`config.mk`:
```
export PLATFORM = sky130hd
export DESIGN_NAME = pipe_stage_reg
export DESIGN_NICKNAME = d
export VERILOG_FILES = /design/src/rtl/pipe_stage_reg.sv
export SDC_FILE = /design/constraint.sdc
export NUM_CORES = 1
export LEC_CHECK = 0
export BUFFER_PORTS_ARGS = -buffer_cell sky130_fd_sc_hd__buf_2
export CAP_MARGIN = 20
export CORE_ASPECT_RATIO = 1.1
export CORE_MARGIN = 2
export CORE_UTILIZATION = 30
export DETAILED_ROUTE_END_ITERATION = 8
export SLEW_MARGIN = 40
export SYNTH_ARGS = -nofsm -noshare
export SYNTH_HDL_FRONTEND = slang
export SYNTH_SLANG_ARGS = --single-unit
```
`constraint.sdc`:
```
create_clock -name clk -period 2.8 [get_ports clk]
set_input_delay 0.14 -clock clk [delete_from_list [all_inputs] [get_ports clk]]
set_output_delay 0.14 -clock clk [all_outputs]
set_load 0.05 [all_outputs]
```
`src/rtl/pipe_stage_reg.sv`:
```
// Valid/ready pipeline stage register with flush and a saturating stall counter.
// Define PIPE_SKID_EN to add a skid entry and register in_ready.
module pipe_stage_reg #(
    parameter int DATA_W = 32,
    parameter int CNT_W  = 16
) (
    input  logic              clk,
    input  logic              rst,
    input  logic              in_valid,
    output logic              in_ready,
    input  logic [DATA_W-1:0] in_data,
    input  logic              flush,
    output logic              out_valid,
    input  logic              out_ready,
    output logic [DATA_W-1:0] out_data,
    input  logic              cnt_clr,
    output logic [CNT_W-1:0]  stall_cnt
);

    localparam logic [CNT_W-1:0] CNT_MAX = '1;

    logic              r_valid;
    logic [DATA_W-1:0] r_data;
    logic [CNT_W-1:0]  r_cnt;
    logic              w_accept;
    logic              w_emit;

    assign w_emit   = r_valid && out_ready;
    assign w_accept = in_valid && in_ready && !flush;

`ifdef PIPE_SKID_EN
    logic              r_sk_valid;
    logic [DATA_W-1:0] r_sk_data;

    // in_ready depends only on state (plus flush), never on out_ready
    assign in_ready = !r_sk_valid || flush;

    always_ff @(posedge clk or negedge rst) begin
        if (!rst) begin
            r_valid    <= 1'b0;
            r_data     <= '0;
            r_sk_valid <= 1'b0;
            r_sk_data  <= '0;
        end else if (flush) begin
            r_valid    <= 1'b0;
            r_data     <= '0;
            r_sk_valid <= 1'b0;
            r_sk_data  <= '0;
        end else if (w_emit && r_sk_valid) begin
            // in_ready is low while the skid is full, so no accept can collide here
            r_data     <= r_sk_data;
            r_sk_valid <= 1'b0;
        end else if (w_accept && (!r_valid || w_emit)) begin
            r_valid <= 1'b1;
            r_data  <= in_data;
        end else if (w_accept) begin
            r_sk_valid <= 1'b1;
            r_sk_data  <= in_data;
        end else if (w_emit) begin
            r_valid <= 1'b0;
        end
    end
`else
    assign in_ready = !r_valid || out_ready || flush;

    always_ff @(posedge clk or negedge rst) begin
        if (!rst) begin
            r_valid <= 1'b0;
            r_data  <= '0;
        end else if (flush) begin
            r_valid <= 1'b0;
            r_data  <= '0;
        end else if (w_accept) begin
            r_valid <= 1'b1;
            r_data  <= in_data;
        end else if (w_emit) begin
            r_valid <= 1'b0;
        end
    end
`endif

    always_ff @(posedge clk or negedge rst) begin
        if (!rst) begin
            r_cnt <= '0;
        end else if (cnt_clr) begin
            r_cnt <= '0;
        end else if (r_valid && !out_ready && r_cnt != CNT_MAX) begin
            r_cnt <= r_cnt + 1'b1;
        end
    end

    assign out_valid = r_valid;
    assign out_data  = r_data;
    assign stall_cnt = r_cnt;

endmodule

```
==> key figures, run 1 <==
Status
  • Outcome: complete, no violations

Critical path
  • CP startpoint: stall_cnt[0]
  • Slowest stage cell, crit path: or4b_1
  • Worst path cell trace: ha_1 -> nand4_1 -> nor2_1 -> or4b_1 -> a21oi_1
  • Setup crit start kind: register
  • Critical Path Fanout Max: 7
  • R2r startpoint: stall_cnt[0]
  • Largest stage delay, worst path: roughly 0.48 ns
  • Critical path type: reg -> reg
  • Endpoint type of the worst setup path: register
  • Worst EP required: between 3 and 4 ns
  • CP Data Arrival Time: between 2 and 2.5 ns

Cells and area
  • Most common cell after layout, fill and taps aside: buf_2
  • Fillers: approximately 690
  • Fin cells: 350
  • Final Cell Area: 2760 um^2
  • Most frequent cells in the layout: buf_2, dfrtp_1, a22o_1
  • Fin nets: a little over 300
  • ANT cells: 0
  • Layout cell share with drive strength beyond 1: 40.4%
  • Area Overhead vs Synth: 31.1%

Power and ir drop
  • Leakage: ~1.4 nW
  • PwrDens: about 550 nW/um^2
  • Maximum vdd drop: 0.291 mV

Global routing
  • Grt ovf: 0
  • First-pass GRT wire length: 8290 um
  • Largest net degree at the start of global routing: 50
  • GRT Total Usage: 13.2%
  • Vias in the first global route: 1710
  • Initial antenna violation count: 0

Timing
  • Max-slew violation count: 0
  • Worst slew pin tran: 0.618 ns
  • Slew headroom: between 50% and 60%
  • RSZ-0062 raised after global routing: false
  • Final hold violations: 0
  • FMAX: between 500 and 600 MHz
  • Setup_tns: 0 ns
  • Final setup viols: 0
  • Fin crit share: between 60% and 70%
  • Min Tclk post-route: 1.92 ns
  • Clock Skew: between 0.004 and 0.005 ns

Routing
  • Post-Route WL: 4920 um
  • Metal-1 WL: roughly 2300 um
  • Drt pass-1 iters: 4
  • WL met3: roughly 380 um
  • Antenna Nets Post-Route: 0
  • Drc violations: 0
  • DRT iter0 DRCs: between 70 and 80
  • Via count: 1750
  • Vias/cell: 5.00
  • Routed met2 length: around 2200 um
  • Routed len/inst: approximately 14 um
  • Top Layer Used: met4

CTS
  • Clock buffer depth: 2
  • Worst-path clk slew: approximately 0.090 ns
  • CTS root buf: clkbuf_8
  • CTS resizes: 0
  • TritonCTS Sinks: 49
  • Num CTS Buffers: 5
  • CTS tree: built
  • Htree depth: 2
  • Post-CTS setup buffer count: 0
  • Clock latency at the later pin of the worst-skew pair: ~0.29 ns
  • Hold Buf Count CTS: 1

Floorplanning
  • Die extent in y: ~92 um
  • Row count: 32
  • Ports: 88
  • Die Area: just under 8000 um^2
  • Core ar.: around 6900 um^2
  • Initial Utilization: between 30 and 40%
  • Die Wd: 83.8 um

Hold path
  • Worst hold start: flush
  • Worst Hold Class: in -> reg

Synth
  • Ys Warns: 0
  • Async SR Flop Fraction: 100%
  • EDFF count, synth: 0
  • Seq cells post-synth: between 40 and 50
  • Mapped Nets: approximately 220
  • Syn avg cell area: 11.9 um^2
  • Seq/Total Area, Yosys: 58.4%
  • Cell Area, Synth: approximately 2100 um^2
  • Top cells by area, synth: dfrtp_1, a22o_1, a21oi_1, or3_1, nor2b_1
  • Syn Inst Count: 177
  • Ys flop type: dfrtp_1
  • Post-synthesis cell type count: 33
  • Post-synth top area cell: dfrtp_1
  • Top cell type's share of synthesized area: 58.4%

Place
  • Port Buffers: 87
  • Placed insts: approximately 340
  • GPL Wtd Cong: 0.772
  • Placed cell area: 2630 um^2
  • Final HPWL DP: around 3500 um

Run
  • # Max-Cap Violations: 0
==> cells by family after synthesis <==
| kind of cell | Yosys count | share of synthesized area (%) |
|---|---|---|
| buf+inv | 14 | 2.68 |
| fa+ha+maj | 1 | 0.595 |
| mux | 4 | 2.32 |
| simple gates | 51 | 15.4 |
| flops | 49 | 58.4 |
| compound gates | 58 | 20.6 |
==> worst max-delay path, delay by kind of cell (launching register included) <==
kind	cells	cell delay (ns)
flip-flops	1	0.42
AND/OR/NAND/NOR	3	1.05
adder cells (fa/ha/maj)	1	0.21
AO/OA/AOI/OAI	1	0.16
==> worst paths after layout <==
check                      slack [ns]           end  cells after the start
min in group asynchronous        0.40   out_data[4]                      2
min                              0.04     out_valid                      2
max in group asynchronous        1.98  stall_cnt[9]                      2
max                              0.88  stall_cnt[6]                      5
min reg2reg                      0.50   out_data[3]                      1
max reg2reg                      0.88  stall_cnt[6]                      5
==> report_power, final <==
group          total, mW  internal (mW)  switching (mW)
logic              0.244         0.0676           0.176
clock network      0.522          0.291           0.230
registers          0.754          0.737          0.0175
total               1.52           1.10           0.425
==> sequential cells by signal (all words and copies together) (netlist names) <==
register	cells
out_data	32
out_valid	1
stall_cnt	16
==> metal layers <==
metal	vias to the layer above	global-route usage (%)
li1	851	-
met1	831	18.4
met2	63	19.4
met3	5	4.59
met4	0	4.03
met5	-	0
==> stage by stage <==
stage | utilization, % | setup slack (ns) | power, mW | hold WS (ns)
global route | 40.0 | 0.758 | 1.60 | 0.0317
finish | 40.0 | 0.882 | 1.52 | 0.0433
CTS | 40.0 | 0.901 | 1.54 | 0.0374
detailed placement | 38.2 | 0.919 | 1.01 | 0.199
floorplan | - | 0.788 | 0.927 | -0.156
global placement | 38.1 | 0.963 | 1.01 | 0.356
==> synth_stat cells, drive strengths merged (2+ instances only) <==
cell type   n
a21oi      13
mux2        4
o41ai       3
nor2b       6
a22o       32
buf         3
clkbuf      8
nor3        2
and4bb      2
o31ai       2
nand2       6
nand4       4
or4b        2
or4         2
inv         3
nand3       3
nor4        4
dfrtp      49
nand2b      2
or3         7
o21ai       6
nor2        8
==> cell type report <==
type | count | area (um^2) | area share, %
sequential | 49 | 1230 | 44.5
multi-input combinational | 114 | 825 | 29.9
timing repair buffer | 91 | 470 | 17.1
tap | 85 | 106 | 3.86
clock buffer | 7 | 86.3 | 3.13
clock inverter | 1 | 30.0 | 1.09
inverter | 3 | 11.3 | 0.409
(Power assumes the default switching activity.)
==> inputs of run 2 (changes only) <==
==> constraint.sdc (replaced) <==
create_clock -name clk -period 1.6 [get_ports clk]
set_input_delay 0.08 -clock clk [delete_from_list [all_inputs] [get_ports clk]]
set_output_delay 0.08 -clock clk [all_outputs]
set_load 0.05 [all_outputs]
==> run 2 against run 1 <==
Compared with the run above:
- the flow now finishes with violations (negative setup slack)
- highest routed layer unchanged
- critical path depth unchanged
- sequential cell count unchanged
- critical endpoint is now stall_cnt[8]
- setup slack worse by 0.91 ns
- combinational power up 110%
==> key figures, run 2 (same netlist as run 1, synthesis figures left out) <==
Critical path
  • CP startpoint: stall_cnt[0]
  • Setup crit start kind: register
  • Largest stage delay, worst path: 0.48 ns (about the same)
  • Worst R2R Path Depth: 5 (unchanged)
  • Worst EP required: 1.83 ns (-1.19 ns)
  • R2r startpoint: stall_cnt[0]
  • Endpoint type of the worst setup path: register
  • Critical Path Fanout Max: 4 (-3)
  • Worst Setup EP: stall_cnt[8]
  • Worst path cell trace: ha_4 -> nand4_1 -> nor2_2 -> or4b_4 -> a21oi_2
  • Reg2reg end: stall_cnt[8]
  • Critical path type: reg -> reg
  • R2r setup slk: -0.03 ns (-0.91 ns)
  • CP Data Arrival Time: 1.86 ns (-0.28 ns)
  • Slowest stage cell, crit path: or4b_4

CTS
  • Worst-path clk slew: 0.10 ns (about the same)
  • TritonCTS Sinks: 49 (unchanged)
  • CTS root buf: clkbuf_8
  • Num CTS Buffers: 5 (unchanged)
  • Htree depth: 2 (unchanged)
  • Clock buffer depth: 2 (unchanged)
  • Clock latency at the later pin of the worst-skew pair: 0.30 ns (about the same)
  • CTS tree: built

Global routing
  • Grt ovf: 0 (unchanged)
  • First-pass GRT wire length: 9910 um (+20%)
  • Initial antenna violation count: 0 (unchanged)
  • Vias in the first global route: 2145 (+25%)
  • GRT Total Usage: 15.7% (+2.5 points)
  • Largest net degree at the start of global routing: 33 (-34%)

Floorplanning
  • Row count: 32 (unchanged)
  • Die Area: 7690 um^2 (unchanged)
  • Die extent in y: 91.8 um (unchanged)
  • Ports: 88 (unchanged)
  • Die Wd: 83.8 um (unchanged)
  • Core ar.: 6890 um^2 (unchanged)
  • Initial Utilization: 30.5% (unchanged)

Cells and area
  • Layout cell share with drive strength beyond 1: 50.5% (+10 points)
  • ANT cells: 0 (unchanged)
  • Final Cell Area: 3390 um^2 (+23%)
  • Fin cells: 408 (+17%)
  • Final core utilization: 49.2% (+9.2 points)
  • Fin nets: 361 (+19%)
  • Max reg flops: 32 (unchanged)
  • Fillers: 629 (-9.1%)
  • Area Overhead vs Synth: 61.3%
  • Most frequent cells in the layout: buf_2, dlygate4sd3_1, a22o_1, dfrtp_1, buf_4
  • Most common cell after layout, fill and taps aside: buf_2

Status
  • Failing checks: negative setup slack
  • Outcome: finished with violations

Routing
  • Drc violations: 0 (unchanged)
  • Via count: 2038 (+16%)
  • Antenna Nets Post-Route: 0 (unchanged)
  • Drt pass-1 iters: 4 (unchanged)
  • DRT iter0 DRCs: 72 (-4.0%)
  • Routed len/inst: 14.3 um (+1.6%)
  • Post-Route WL: 5830 um (+18%)
  • Vias/cell: 5.00 (about the same)

Place
  • Placed insts: 365 (+7.0%)
  • Final HPWL DP: 3770 um (+7.9%)
  • GPL Wtd Cong: 0.721 (-6.6%)
  • Placed cell area: 2900 um^2 (+10%)
  • Port Buffers: 87 (unchanged)

Timing
  • FMAX: 613 MHz (+18%)
  • Max-slew violation count: 0 (unchanged)
  • Clock Skew: 0.00566 ns (+0.00130 ns)
  • Final setup margin: -0.0302 ns (-0.912 ns)
  • Fin crit share: 102% (+33 points)
  • Slew headroom: 69.6% (+11 points)
  • Min Tclk post-route: 1.63 ns (-0.288 ns)
  • Final hold violations: 0 (unchanged)
  • RSZ-0062 raised after global routing: true
  • Worst slew pin tran: 0.456 ns (-0.162 ns)
  • Final setup viols: 4 (+4)

Run
  • # Max-Cap Violations: 0 (unchanged)

Power and ir drop
  • Overall Power: 2.64 mW (+74%)
  • Maximum vdd drop: 0.444 mV (+53%)
  • PwrDens: 780 nW/um^2 (+41%)
  • Leakage: 1.68 nW (+19%)

Hold path
  • Worst hold start: in_valid
  • Worst Hold Class: in -> reg
-- run 2: metrics by stage --
step / hold slack (ns) / setup slack, ns / TNS, ns
2_1_floorplan: -0.216 / -0.227 / -1.63
3_3_place_gp: 0.0580 / -0.0894 / -0.221
3_5_place_dp: 0.0611 / -0.113 / -0.517
4_1_cts: 0.0645 / -0.0250 / -0.105
5_1_grt: 0.0756 / -0.0970 / -0.546
6_report: 0.0794 / -0.0302 / -0.0611
-- run 2: power breakdown --
| group | switching [mW] | internal, mW |
|---|---|---|
| combinational | 0.328 | 0.185 |
| clock | 0.446 | 0.360 |
| sequential | 0.0323 | 1.29 |
| total | 0.806 | 1.84 |
-- run 2: repair_timing --
| item | 4_1_cts | 5_1_grt |
|---|---|---|
| gates resized for setup | 3 | 7 |
| endpoints found under the hold margin | 50 | 0 |
| endpoints found under the setup margin | 8 | 13 |
| hold buffers | 34 | 0 |
| buffers inserted | 1 | 1 |
| pin swaps | 4 | 3 |
-- run 2: per-layer routing --
| metal | track usage, % | wire length [um] |
|---|---|---|
| met2 | 25.8 | 2850 |
| met5 | 0 | 0 |
| met1 | 19.5 | 2490 |
| met4 | 5.11 | 64 |
| met3 | 5.13 | 426 |
-- run 2: worst min path at each step --
stage / to / slack (ns) / cells past startpoint
after CTS: out_valid / 0.06 / 3
after global placement: out_valid / 0.06 / 1
after detailed placement: out_valid / 0.06 / 1
final: out_valid / 0.08 / 3
after global routing: out_valid / 0.08 / 3
after floorplan: out_data[0] / -0.22 / 0
-- run 2: cell type report --
type	count	area [um^2]	area share (%)
clock buffer	6	82.6	2.44
clock inverter	2	17.5	0.517
inverter	3	11.3	0.332
multi-input combinational	114	912	26.9
sequential	49	1250	36.8
tap	85	106	3.14
timing repair buffer	149	1010	29.8
-- run 2: worst max-delay path, delay by kind of cell (launching register included) --
kind,cells,cell delay (ns)
DFF,1,0.42
adders and majority gates,1,0.16
AOI/OAI and AO/OA,1,0.12
and+or+nand+nor,3,0.86
==> inputs of run 3 (changes only) <==
--- a/config.mk
+++ b/config.mk
@@ -5,7 +5,7 @@
 export SDC_FILE = /design/constraint.sdc
 export NUM_CORES = 1
 export LEC_CHECK = 0
-export BUFFER_PORTS_ARGS = -buffer_cell sky130_fd_sc_hd__buf_2
+export BUFFER_PORTS_ARGS = -buffer_cell sky130_fd_sc_hd__buf_4
 export CAP_MARGIN = 20
 export CORE_ASPECT_RATIO = 1.1
 export CORE_MARGIN = 2
==> run 3 against run 2 <==
Compared with the run above:
- the run still ends with negative setup slack left
- clock skew is 0.0010 ns higher
- routed wire length is 5.9% higher
- sequential cell count stayed put
- clock power is 13% higher
- register-to-register slack worse by 0.04 ns
- critical path depth stayed put
- non-clock buffer count is 6 higher
- global-route usage is 0.12 points higher
- via count is 0.74% higher
- sequential share of layout area is 2.9 points lower
- core utilization is 4.1 points higher
- critical endpoint unchanged
- largest cell class is now buffers
==> key figures, run 3 (same netlist as run 1, synthesis figures left out) <==
CTS
  • Clock buffer depth: 2 (unchanged)
  • Clock latency at the later pin of the worst-skew pair: 0.30 ns (about the same)
  • Num CTS Buffers: 5 (unchanged)
  • TritonCTS Sinks: 49 (unchanged)
  • CTS tree: built
  • Htree depth: 2 (unchanged)
  • Worst-path clk slew: 0.08 ns (-0.02 ns)
  • CTS root buf: clkbuf_8

Global routing
  • First-pass GRT wire length: 9920 um (about the same)
  • GRT Total Usage: 15.8% (+0.12 points)
  • Vias in the first global route: 2081 (-3.0%)
  • Initial antenna violation count: 0 (unchanged)
  • Grt ovf: 0 (unchanged)
  • Largest net degree at the start of global routing: 50 (+52%)

Routing
  • Vias/cell: 4.96 (-0.72%)
  • Post-Route WL: 6170 um (+5.9%)
  • Antenna Nets Post-Route: 0 (unchanged)
  • Routed len/inst: 14.9 um (+4.3%)
  • Via count: 2053 (+0.74%)
  • DRT iter0 DRCs: 63 (-13%)
  • Drc violations: 0 (unchanged)
  • Drt pass-1 iters: 4 (unchanged)

Cells and area
  • Most common cell after layout, fill and taps aside: buf_4
  • Register area: 1250 um^2 (unchanged)
  • Most frequent cells in the layout: buf_4, dlygate4sd3_1, a22o_1, dfrtp_1, dfrtp_2
  • Fin nets: 367 (+1.7%)
  • ANT cells: 0 (unchanged)
  • Area Overhead vs Synth: 74.9%
  • Max reg flops: 32 (unchanged)
  • Fillers: 608 (-3.3%)
  • Final Cell Area: 3670 um^2 (+8.4%)
  • Multi-input logic area: 926 um^2 (+1.5%)
  • Layout cell share with drive strength beyond 1: 50.2% (-0.31 points)

Timing
  • Max-slew violation count: 0 (unchanged)
  • Final hold violations: 0 (unchanged)
  • Final hold slack: 0.0873 ns (+0.00790 ns)
  • RSZ-0062 raised after global routing: true
  • FMAX: 600 MHz (-2.1%)
  • Final setup viols: 11 (+7)
  • Clock Skew: 0.00668 ns (+0.00102 ns)
  • Slew headroom: 57.5% (-12 points)
  • Fin crit share: 104% (+2.2 points)
  • Min Tclk post-route: 1.67 ns (+0.0352 ns)
  • Final setup margin: -0.0654 ns (-0.0352 ns)
  • Worst slew pin tran: 0.638 ns (+0.182 ns)

Critical path
  • Slowest stage cell, crit path: or4b_4
  • Worst path cell trace: ha_4 -> nand4_1 -> nor2_2 -> or4b_4 -> a21oi_2
  • Worst EP required: 1.83 ns (about the same)
  • Setup crit start kind: register
  • CP Data Arrival Time: 1.89 ns (+0.03 ns)
  • Critical path type: reg -> reg
  • Critical Path Fanout Max: 4 (unchanged)
  • Endpoint type of the worst setup path: register
  • Largest stage delay, worst path: 0.49 ns (about the same)

Floorplanning
  • Ports: 88 (unchanged)
  • Row count: 32 (unchanged)
  • Die Wd: 83.8 um (unchanged)
  • Core ar.: 6890 um^2 (unchanged)
  • Die Area: 7690 um^2 (unchanged)
  • Die extent in y: 91.8 um (unchanged)
  • Initial Utilization: 30.5% (unchanged)

Place
  • Port Buffers: 87 (unchanged)
  • Placed cell area: 3120 um^2 (+7.9%)
  • GPL Wtd Cong: 0.745 (+3.4%)
  • Final HPWL DP: 3800 um (+0.83%)

Status
  • Failing checks: negative setup slack
  • Outcome: finished with violations

Power and ir drop
  • Leakage: 1.78 nW (+6.1%)
  • Maximum vdd drop: 0.482 mV (+8.7%)
  • PwrDens: 765 nW/um^2 (-1.9%)

Hold path
  • Worst Hold Class: in -> reg

Run
  • # Max-Cap Violations: 0 (unchanged)
run 3: changes by cell type in the layout (fill, tap and decap cells not counted), sizes merged:
cell    before  now
clkinv       1    0
clkbuf       6    7
bufinv       0    1
inv          4    3
buf        115  121
run 3: per-layer routing:
layer / share of wire, % / vias to the layer above / global-route usage [%]
li1: - / 971 / -
met1: 43 / 1001 / 20.6
met2: 50 / 76 / 25.9
met3: 6.3 / 5 / 4.14
met4: 1.2 / 0 / 4.84
met5: 0 / - / 0
run 3: worst max-delay path, delay by kind of cell (launching register included):
kind                     cells  cell delay, ns
AO/OA/AOI/OAI                1            0.12
AND/OR/NAND/NOR              3            0.93
adder cells (fa/ha/maj)      1            0.16
flip-flops                   1            0.41
run 3: per-stage QoR:
step	power, mW	TNS (ns)	instances	worst slack [ns]	util, %
6_report	2.81	-0.370	414	-0.0654	53.3
3_5_place_dp	1.85	-0.484	368	-0.118	45.4
5_1_grt	2.92	-1.63	414	-0.168	53.3
2_1_floorplan	1.62	-1.63	177	-0.227	-
4_1_cts	2.84	-0.0372	412	-0.0216	52.5
3_3_place_gp	1.85	-0.259	368	-0.0945	45.4
run 3: final cells by class:
cell class                      count  area share [%]
Sequential cell                    49            34.0
Clock inverter                      1           0.817
Tap cell                           85            2.90
Clock buffer                        7            2.35
Timing Repair Buffer              155            34.5
Multi-Input combinational cell    114            25.2
Inverter                            3           0.307
run 3: final timing paths:
kind / start / endpoint / slack [ns] / cells after the start
worst max-delay path: stall_cnt[1] / stall_cnt[8] / -0.07 / 5
worst min-delay path: cnt_clr / stall_cnt[8] / 0.09 / 2
worst max register to register: stall_cnt[1] / stall_cnt[8] / -0.07 / 5
worst min register to register: out_data[15] / out_data[15] / 0.51 / 1
max in group asynchronous: rst / stall_cnt[2] / 0.78 / 2
min in group asynchronous: rst / out_data[23] / 0.33 / 2
run 3: report_power, final:
group	total (mW)	internal [mW]	switching [mW]
Combinational	0.571	0.237	0.334
Sequential	1.32	1.29	0.0344
Clock	0.914	0.510	0.404
run 3: timing repair:
item | CTS | global route
hold buffers | 34 | 0
gates resized for setup | 4 | 9
gates cloned | 0 | 1
setup endpoints to repair | 9 | 14
buffers inserted | 2 | 1
hold endpoints to repair | 82 | 0
pin swaps | 5 | 3
